==> config.mk <==
export PLATFORM = sky130hd
export DESIGN_NAME = cpu_control_unit_flat
export DESIGN_NICKNAME = d
export VERILOG_FILES = /design/src/rtl/cpu_pkg.sv /design/src/rtl/cpu_control_unit_if.sv /design/src/rtl/cu_regfile.sv /design/src/rtl/cpu_control_unit.sv /design/src/flat_wrapper.sv
export SDC_FILE = /design/constraint.sdc
export NUM_CORES = 1
export LEC_CHECK = 0
export BUFFER_PORTS_ARGS = -buffer_cell sky130_fd_sc_hd__buf_2
export CELL_PAD_IN_SITES_DETAIL_PLACEMENT = 2
export CELL_PAD_IN_SITES_GLOBAL_PLACEMENT = 2
export CORE_MARGIN = 5
export CORE_UTILIZATION = 34
export DETAILED_ROUTE_END_ITERATION = 10
export HOLD_SLACK_MARGIN = 0.15
export PLACE_DENSITY = 0.78
export SLEW_MARGIN = 20
export SYNTH_ARGS = -nofsm -noshare
export SYNTH_HDL_FRONTEND = slang
export SYNTH_HIERARCHICAL = 1
export SYNTH_SLANG_ARGS = --single-unit
==> constraint.sdc <==
create_clock -name clk -period 1.8 [get_ports clk]
set_input_delay 0 -clock clk [delete_from_list [all_inputs] [get_ports clk]]
set_output_delay 0 -clock clk [all_outputs]
set_load 0.1 [all_outputs]
==> src/rtl/cpu_pkg.sv <==
// Shared definitions for the CPU control unit: opcodes, ALU codes, FSM states
// and instruction field accessors.
package cpu_pkg;

  localparam logic [3:0] OP_NOP  = 4'd0;
  localparam logic [3:0] OP_ADD  = 4'd1;
  localparam logic [3:0] OP_SUB  = 4'd2;
  localparam logic [3:0] OP_LDI  = 4'd3;
  localparam logic [3:0] OP_JMP  = 4'd4;
  localparam logic [3:0] OP_HALT = 4'd5;

  localparam logic [7:0] ALU_HOLD = 8'h00;
  localparam logic [7:0] ALU_ADD  = 8'h01;
  localparam logic [7:0] ALU_SUB  = 8'h02;

  typedef enum logic [2:0] {FETCH, DECODE, EXEC, WB, HALT} state_t;

  // Instruction layout: [15:12] opcode, [11:10] rd, [9:8] rs, [7:0] imm
  localparam int OPC_LSB = 12;
  localparam int RD_LSB  = 10;
  localparam int RS_LSB  = 8;
  localparam int IMM_LSB = 0;

  function automatic logic [3:0] instr_opc(input logic [15:0] ir);
    return ir[OPC_LSB +: 4];
  endfunction

  function automatic logic [1:0] instr_rd(input logic [15:0] ir);
    return ir[RD_LSB +: 2];
  endfunction

  function automatic logic [1:0] instr_rs(input logic [15:0] ir);
    return ir[RS_LSB +: 2];
  endfunction

  function automatic logic [7:0] instr_imm(input logic [15:0] ir);
    return ir[IMM_LSB +: 8];
  endfunction

endpackage

==> src/rtl/cpu_control_unit_if.sv <==
// Instruction-memory and ALU bus between the control unit (master) and the
// ROM/ALU side (slave).
interface cpu_control_unit_if #(
  parameter int DATA_W = 8,
  parameter int ADDR_W = 8
);
  logic [ADDR_W-1:0] imem_addr;
  logic [15:0]       imem_data;
  logic [7:0]        alu_op;
  logic [DATA_W-1:0] alu_in1;
  logic [DATA_W-1:0] alu_in2;
  logic [DATA_W-1:0] alu_result;

  modport master (
    output imem_addr, alu_op, alu_in1, alu_in2,
    input  imem_data, alu_result
  );

  modport slave (
    input  imem_addr, alu_op, alu_in1, alu_in2,
    output imem_data, alu_result
  );
endinterface

==> src/rtl/cu_regfile.sv <==
// 4-entry register file: one synchronous write port, three combinational
// read ports (rd operand, rs operand, debug).
module cu_regfile #(
  parameter int DATA_W = 8
) (
  input  logic              clk,
  input  logic              rst_n,
  input  logic              we,
  input  logic [1:0]        waddr,
  input  logic [DATA_W-1:0] wdata,
  input  logic [1:0]        rd_sel,
  input  logic [1:0]        rs_sel,
  input  logic [1:0]        dbg_sel,
  output logic [DATA_W-1:0] rd_data,
  output logic [DATA_W-1:0] rs_data,
  output logic [DATA_W-1:0] dbg_data
);

  logic [DATA_W-1:0] regs [4];

  genvar gi;
  generate
    for (gi = 0; gi < 4; gi++) begin : g_reg
      logic [DATA_W-1:0] q_reg;

      always_ff @(posedge clk or negedge rst_n) begin
        if (!rst_n) begin
          q_reg <= '0;
        end else if (we && (waddr == 2'(gi))) begin
          q_reg <= wdata;
        end
      end

      assign regs[gi] = q_reg;
    end
  endgenerate

  assign rd_data  = regs[rd_sel];
  assign rs_data  = regs[rs_sel];
  assign dbg_data = regs[dbg_sel];

endmodule

==> src/rtl/cpu_control_unit.sv <==
// Multi-cycle control unit: FETCH/DECODE/EXEC/WB/HALT sequencer driving the
// ALU from a 4x8 register file and writing its registered result back.
module cpu_control_unit
  import cpu_pkg::*;
#(
  parameter int                DATA_W   = 8,
  parameter int                ADDR_W   = 8,
  parameter logic [ADDR_W-1:0] RESET_PC = '0
) (
  input  logic                  clk,
  input  logic                  rst_n,
  input  logic                  en,
  cpu_control_unit_if.master    bus,
  output logic                  halted,
  input  logic [1:0]            dbg_sel,
  output logic [DATA_W-1:0]     dbg_data
);

  state_t            state_reg, state_next;
  logic [ADDR_W-1:0] pc_reg, pc_next;
  logic [15:0]       ir_reg, ir_next;

  logic              rf_we;
  logic [DATA_W-1:0] rf_wdata;
  logic [DATA_W-1:0] rd_data, rs_data;
  logic [7:0]        alu_op_c;
  logic [DATA_W-1:0] alu_in1_c, alu_in2_c;

  cu_regfile #(.DATA_W(DATA_W)) u_regfile (
    .clk      (clk),
    .rst_n    (rst_n),
    .we       (rf_we & en),
    .waddr    (instr_rd(ir_reg)),
    .wdata    (rf_wdata),
    .rd_sel   (instr_rd(ir_reg)),
    .rs_sel   (instr_rs(ir_reg)),
    .dbg_sel  (dbg_sel),
    .rd_data  (rd_data),
    .rs_data  (rs_data),
    .dbg_data (dbg_data)
  );

  always_ff @(posedge clk or negedge rst_n) begin
    if (!rst_n) begin
      state_reg <= FETCH;
      pc_reg    <= RESET_PC;
      ir_reg    <= 16'h0000;
    end else if (en) begin
      state_reg <= state_next;
      pc_reg    <= pc_next;
      ir_reg    <= ir_next;
    end
  end

  always_comb begin
    state_next = state_reg;
    pc_next    = pc_reg;
    ir_next    = ir_reg;
    rf_we      = 1'b0;
    rf_wdata   = DATA_W'(instr_imm(ir_reg));
    alu_op_c   = ALU_HOLD;
    alu_in1_c  = '0;
    alu_in2_c  = '0;

    unique case (state_reg)
      FETCH: state_next = DECODE;
      DECODE: begin
        // Synchronous ROM: the word for PC is on imem_data now.
        ir_next    = bus.imem_data;
        state_next = (instr_opc(bus.imem_data) == OP_HALT) ? HALT : EXEC;
      end
      EXEC: begin
        case (instr_opc(ir_reg))
          OP_ADD, OP_SUB: begin
            alu_op_c   = (instr_opc(ir_reg) == OP_ADD) ? ALU_ADD : ALU_SUB;
            alu_in1_c  = rd_data;
            alu_in2_c  = rs_data;
            state_next = WB;
          end
          OP_LDI: begin
            rf_we      = 1'b1;
            pc_next    = pc_reg + ADDR_W'(1);
            state_next = FETCH;
          end
          OP_JMP: begin
            pc_next    = ADDR_W'(instr_imm(ir_reg));
            state_next = FETCH;
          end
          default: begin
            pc_next    = pc_reg + ADDR_W'(1);
            state_next = FETCH;
          end
        endcase
      end
      WB: begin
        rf_we      = 1'b1;
        rf_wdata   = bus.alu_result;
        pc_next    = pc_reg + ADDR_W'(1);
        state_next = FETCH;
      end
      HALT: state_next = HALT;
      default: state_next = FETCH;
    endcase
  end

  assign bus.imem_addr = pc_reg;
  assign bus.alu_op    = alu_op_c;
  assign bus.alu_in1   = alu_in1_c;
  assign bus.alu_in2   = alu_in2_c;
  assign halted        = (state_reg == HALT);

endmodule

==> src/flat_wrapper.sv <==
// flat-port wrapper written by rule: the top's interface ports become plain ports
module cpu_control_unit_flat import cpu_pkg::*;
#(
  parameter int                DATA_W   = 8,
  parameter int                ADDR_W   = 8,
  parameter logic [ADDR_W-1:0] RESET_PC = '0
)
  (clk, rst_n, en, halted, dbg_sel, dbg_data, bus_imem_addr, bus_alu_op, bus_alu_in1, bus_alu_in2, bus_imem_data, bus_alu_result);
  cpu_control_unit_if #(.DATA_W(DATA_W), .ADDR_W(ADDR_W)) bus_i ();
  input  logic clk;
  input  logic rst_n;
  input  logic en;
  output logic halted;
  input  logic [1:0] dbg_sel;
  output logic [DATA_W-1:0] dbg_data;
  output wire logic [$bits(bus_i.imem_addr)-1:0] bus_imem_addr;
  output wire logic [$bits(bus_i.alu_op)-1:0] bus_alu_op;
  output wire logic [$bits(bus_i.alu_in1)-1:0] bus_alu_in1;
  output wire logic [$bits(bus_i.alu_in2)-1:0] bus_alu_in2;
  input wire logic [$bits(bus_i.imem_data)-1:0] bus_imem_data;
  input wire logic [$bits(bus_i.alu_result)-1:0] bus_alu_result;
  assign bus_imem_addr = bus_i.imem_addr;
  assign bus_alu_op = bus_i.alu_op;
  assign bus_alu_in1 = bus_i.alu_in1;
  assign bus_alu_in2 = bus_i.alu_in2;
  assign bus_i.imem_data = bus_imem_data;
  assign bus_i.alu_result = bus_alu_result;
  cpu_control_unit #(.DATA_W(DATA_W), .ADDR_W(ADDR_W), .RESET_PC(RESET_PC)) u_core (.clk(clk), .rst_n(rst_n), .en(en), .bus(bus_i), .halted(halted), .dbg_sel(dbg_sel), .dbg_data(dbg_data));
endmodule
==> run metrics <==
actual slew at the worst max-slew pin 0.5348 ns; routed via count 2775; Netlist cell types 41; largest net degree at the start of global routing 39; Clock Pin Slew Worst Setup and Hold Paths 0.08 ns; row count 36; Tot Pwr 9.742 mW; Avg WL per Cell 26.05 um; Non-Filler Instances 509; Register-to-Register Path Depth 5; FF/Latch Area 0.001486 mm2; leak pwr 2.291 nW; cell area power density 1910 mW/mm2; max reg flops 32; Ports 70; cell area after synthesis 0.003445 mm2; Gate power share 57.2%; Num CTS Buffers 9; die span in x 110.7 um; total routed wirelength 13260 um; P_int 5.061 mW; Root Driver clkbuf_8; area of the multi-input gates 0.002011 mm2; Clock power frac 13.7%; DP Wirelength 8032 um; Clock Tree Buf Depth 2; placed cells 451; Critical-path top delay cell dfrtp_1; cells after synthesis 250; period utilisation layout 102.5%; critical path endpoint category output pin; vias in the first global route 3216; post-route ant nets 0; sw frac 48.05%; CP Data Required Time 1.80 ns; Starting Density 35.08%; status finished with violations; crit-path cells buf_6 -> nor2_4 -> and4_4 -> clkbuf_16 -> and2_4 -> buf_12; slowest stage delay, CP 0.43 ns; MaxCap Viol Count 0; Filler cells 940; number of enable flip-flop cells after synthesis 0; GRT Total Usage 19.80%; sequential power share 29.1%; final core occ 51.94%; peak supply drop 0.7565 mV; fmax 541.8 MHz; Pins Over Slew Limit 0; DR vias/cell 5.452; share of the synthesized area in the top cell type 42.86%; synthesis-to-layout area growth 48.06%; slew margin rel. 64.35%; Synth Register Bits 59; GPL Wtd Cong 0.7574; global-route wire length before repair 18830 um; clock sink count 59; Main synth FF type dfrtp_1; Final min period 1.846 ns; CP bufs+invs 3; First-pass DRT Iterations 4; final hold vios 0; number of diodes 0; Remaining DRCs 0; share of layout cells above drive strength 1 64.89%; failing checks setup timing; P_sw 4.682 mW; worst-path fanout max 8; Worst-Skew Late Latency 0.36 ns; GR Overflow Total 0; post-synth top area cell dfrtp_1; core area 0.009819 mm2; Mean Syn Cell Area 13.78 um2; Startpoint Class register; largest cells by area after synthesis dfrtp_1 43%, mux4_2 16%, mux2_2 15%; commonest non-fill, non-tap cell in the layout dfrtp_1; Crit path depth 6; placed instance area 0.004319 mm2; die area 0.01224 mm2; H-tree levels 3; TritonCTS clock tree yes; FFs w/ async S/R, synth 100.0%; initial DRC count 88; Nets 401; clock skew 0.01625 ns; Largest delay share family, worst path simple AND/OR/NAND/NOR gates; worst hold path type input port to asynchronous set/reset pin; final worst slack -0.04570 ns; port bufs 63; Crit Path Class register to output pin; Synth Warn # 6; sequential area share after synthesis 42.86%; antenna violations before repair 0; final instance area 0.005100 mm2; most frequent cells in the layout 51 x dfrtp_1, 47 x mux2_2, 45 x buf_2, 27 x buf_4, 26 x dlygate4sd3_1; Final setup viols 25; CP arrival 1.85 ns; Chip Height 110.7 um; RSZ-0062 raised after global routing yes
[repair_timing]
action                                  CTS  global route
gates resized for setup                  25            20
cloned                                    0             2
hold buffers                             26             0
endpoints found under the hold margin   109             0
pin swaps                                 3            19
endpoints found under the setup margin   26            37
buffers inserted                          7             7
[Yosys cell counts (2+ instances only)]
master and count:
a21oi_1 7, a2bb2oi_1 5, a31oi_1 2, and2_1 16, and3_1 3, buf_1 4
buf_2 8, buf_4 7, dfrtp_1 59, inv_1 2, mux2_2 47, mux2_4 9
mux2i_1 6, mux4_2 24, nand2_1 6, nand3_1 6, nand3b_1 3, nand3b_2 2
nor2_1 6, nor3b_1 2, nor4b_4 2, o211ai_1 2, o21ai_0 3, o22ai_1 2
[metrics by stage]
stage / hold WS [ns] / setup WS [ns] / TNS, ns
floorplan: -0.2956 / -0.1730 / -0.3226
finish: 0.1814 / -0.04570 / -0.4766
detailed placement: 0.02875 / -0.02989 / -0.1252
global route: 0.1960 / -0.08084 / -1.891
global placement: 0.02401 / 0.1251 / 0
CTS: 0.1830 / -0.001966 / -0.003846
[cell type report]
class                   count  share of cell area (%)
multi-input cells         173                   39.43
flip-flops and latches     59                   29.15
repair buffers            125                   23.77
well taps                 133                   3.263
clock buffers              12                   3.238
clock inverters             4                  0.9323
inverters                   3                  0.2208
[routing by layer]
| layer | GRT usage [%] | wire, um | vias up |
|---|---|---|---|
| met5 | 0 | 0 | - |
| met3 | 2.948 | 419 | 20 |
| met4 | 5.829 | 209 | 0 |
| met1 | 22.81 | 5236 | 1481 |
| li1 | - | - | 1182 |
| met2 | 37.58 | 7392 | 92 |
[worst min-delay path: cells and delay by family]
family                 cells  cell delay (ns)
buffers and inverters      3             0.91
[logic make-up after synthesis]
family | share of synthesized area, %
other | 0.1089
AOI/OAI and AO/OA | 4.867
DFF | 42.86
muxes | 36.72
buffers and inverters | 3.886
xor gates and xnor gates | 0.2543
adders and majority gates | 0.3632
and+or+nand+nor | 10.93
[final timing paths]
path	from	endpoint	slack [ns]
min	rst_n	u_core/ir_reg[5]	0.18
min reg2reg	u_core/ir_reg[1]	u_core/ir_reg[1]	0.55
max	u_core/state_reg[2]	bus_alu_in2[7]	-0.05
min in group clk	bus_imem_data[8]	u_core/ir_reg[8]	0.41
max reg2reg	u_core/state_reg[2]	u_core/u_regfile/g_reg[0].q_reg[3]	-0.01
max in group asynchronous	rst_n	u_core/bus.imem_addr[1]	1.28
[power by group through the flow]
stage	sequential, mW	combinational (mW)	clock [mW]
2_1_floorplan	3.08	3.13	0
3_3_place_gp	2.61	4.69	0
3_5_place_dp	2.71	4.89	0
4_1_cts	2.73	5.22	1.34
5_1_grt	2.90	5.79	1.42
6_report	2.83	5.58	1.34
Power figures use the tool's default switching activity.
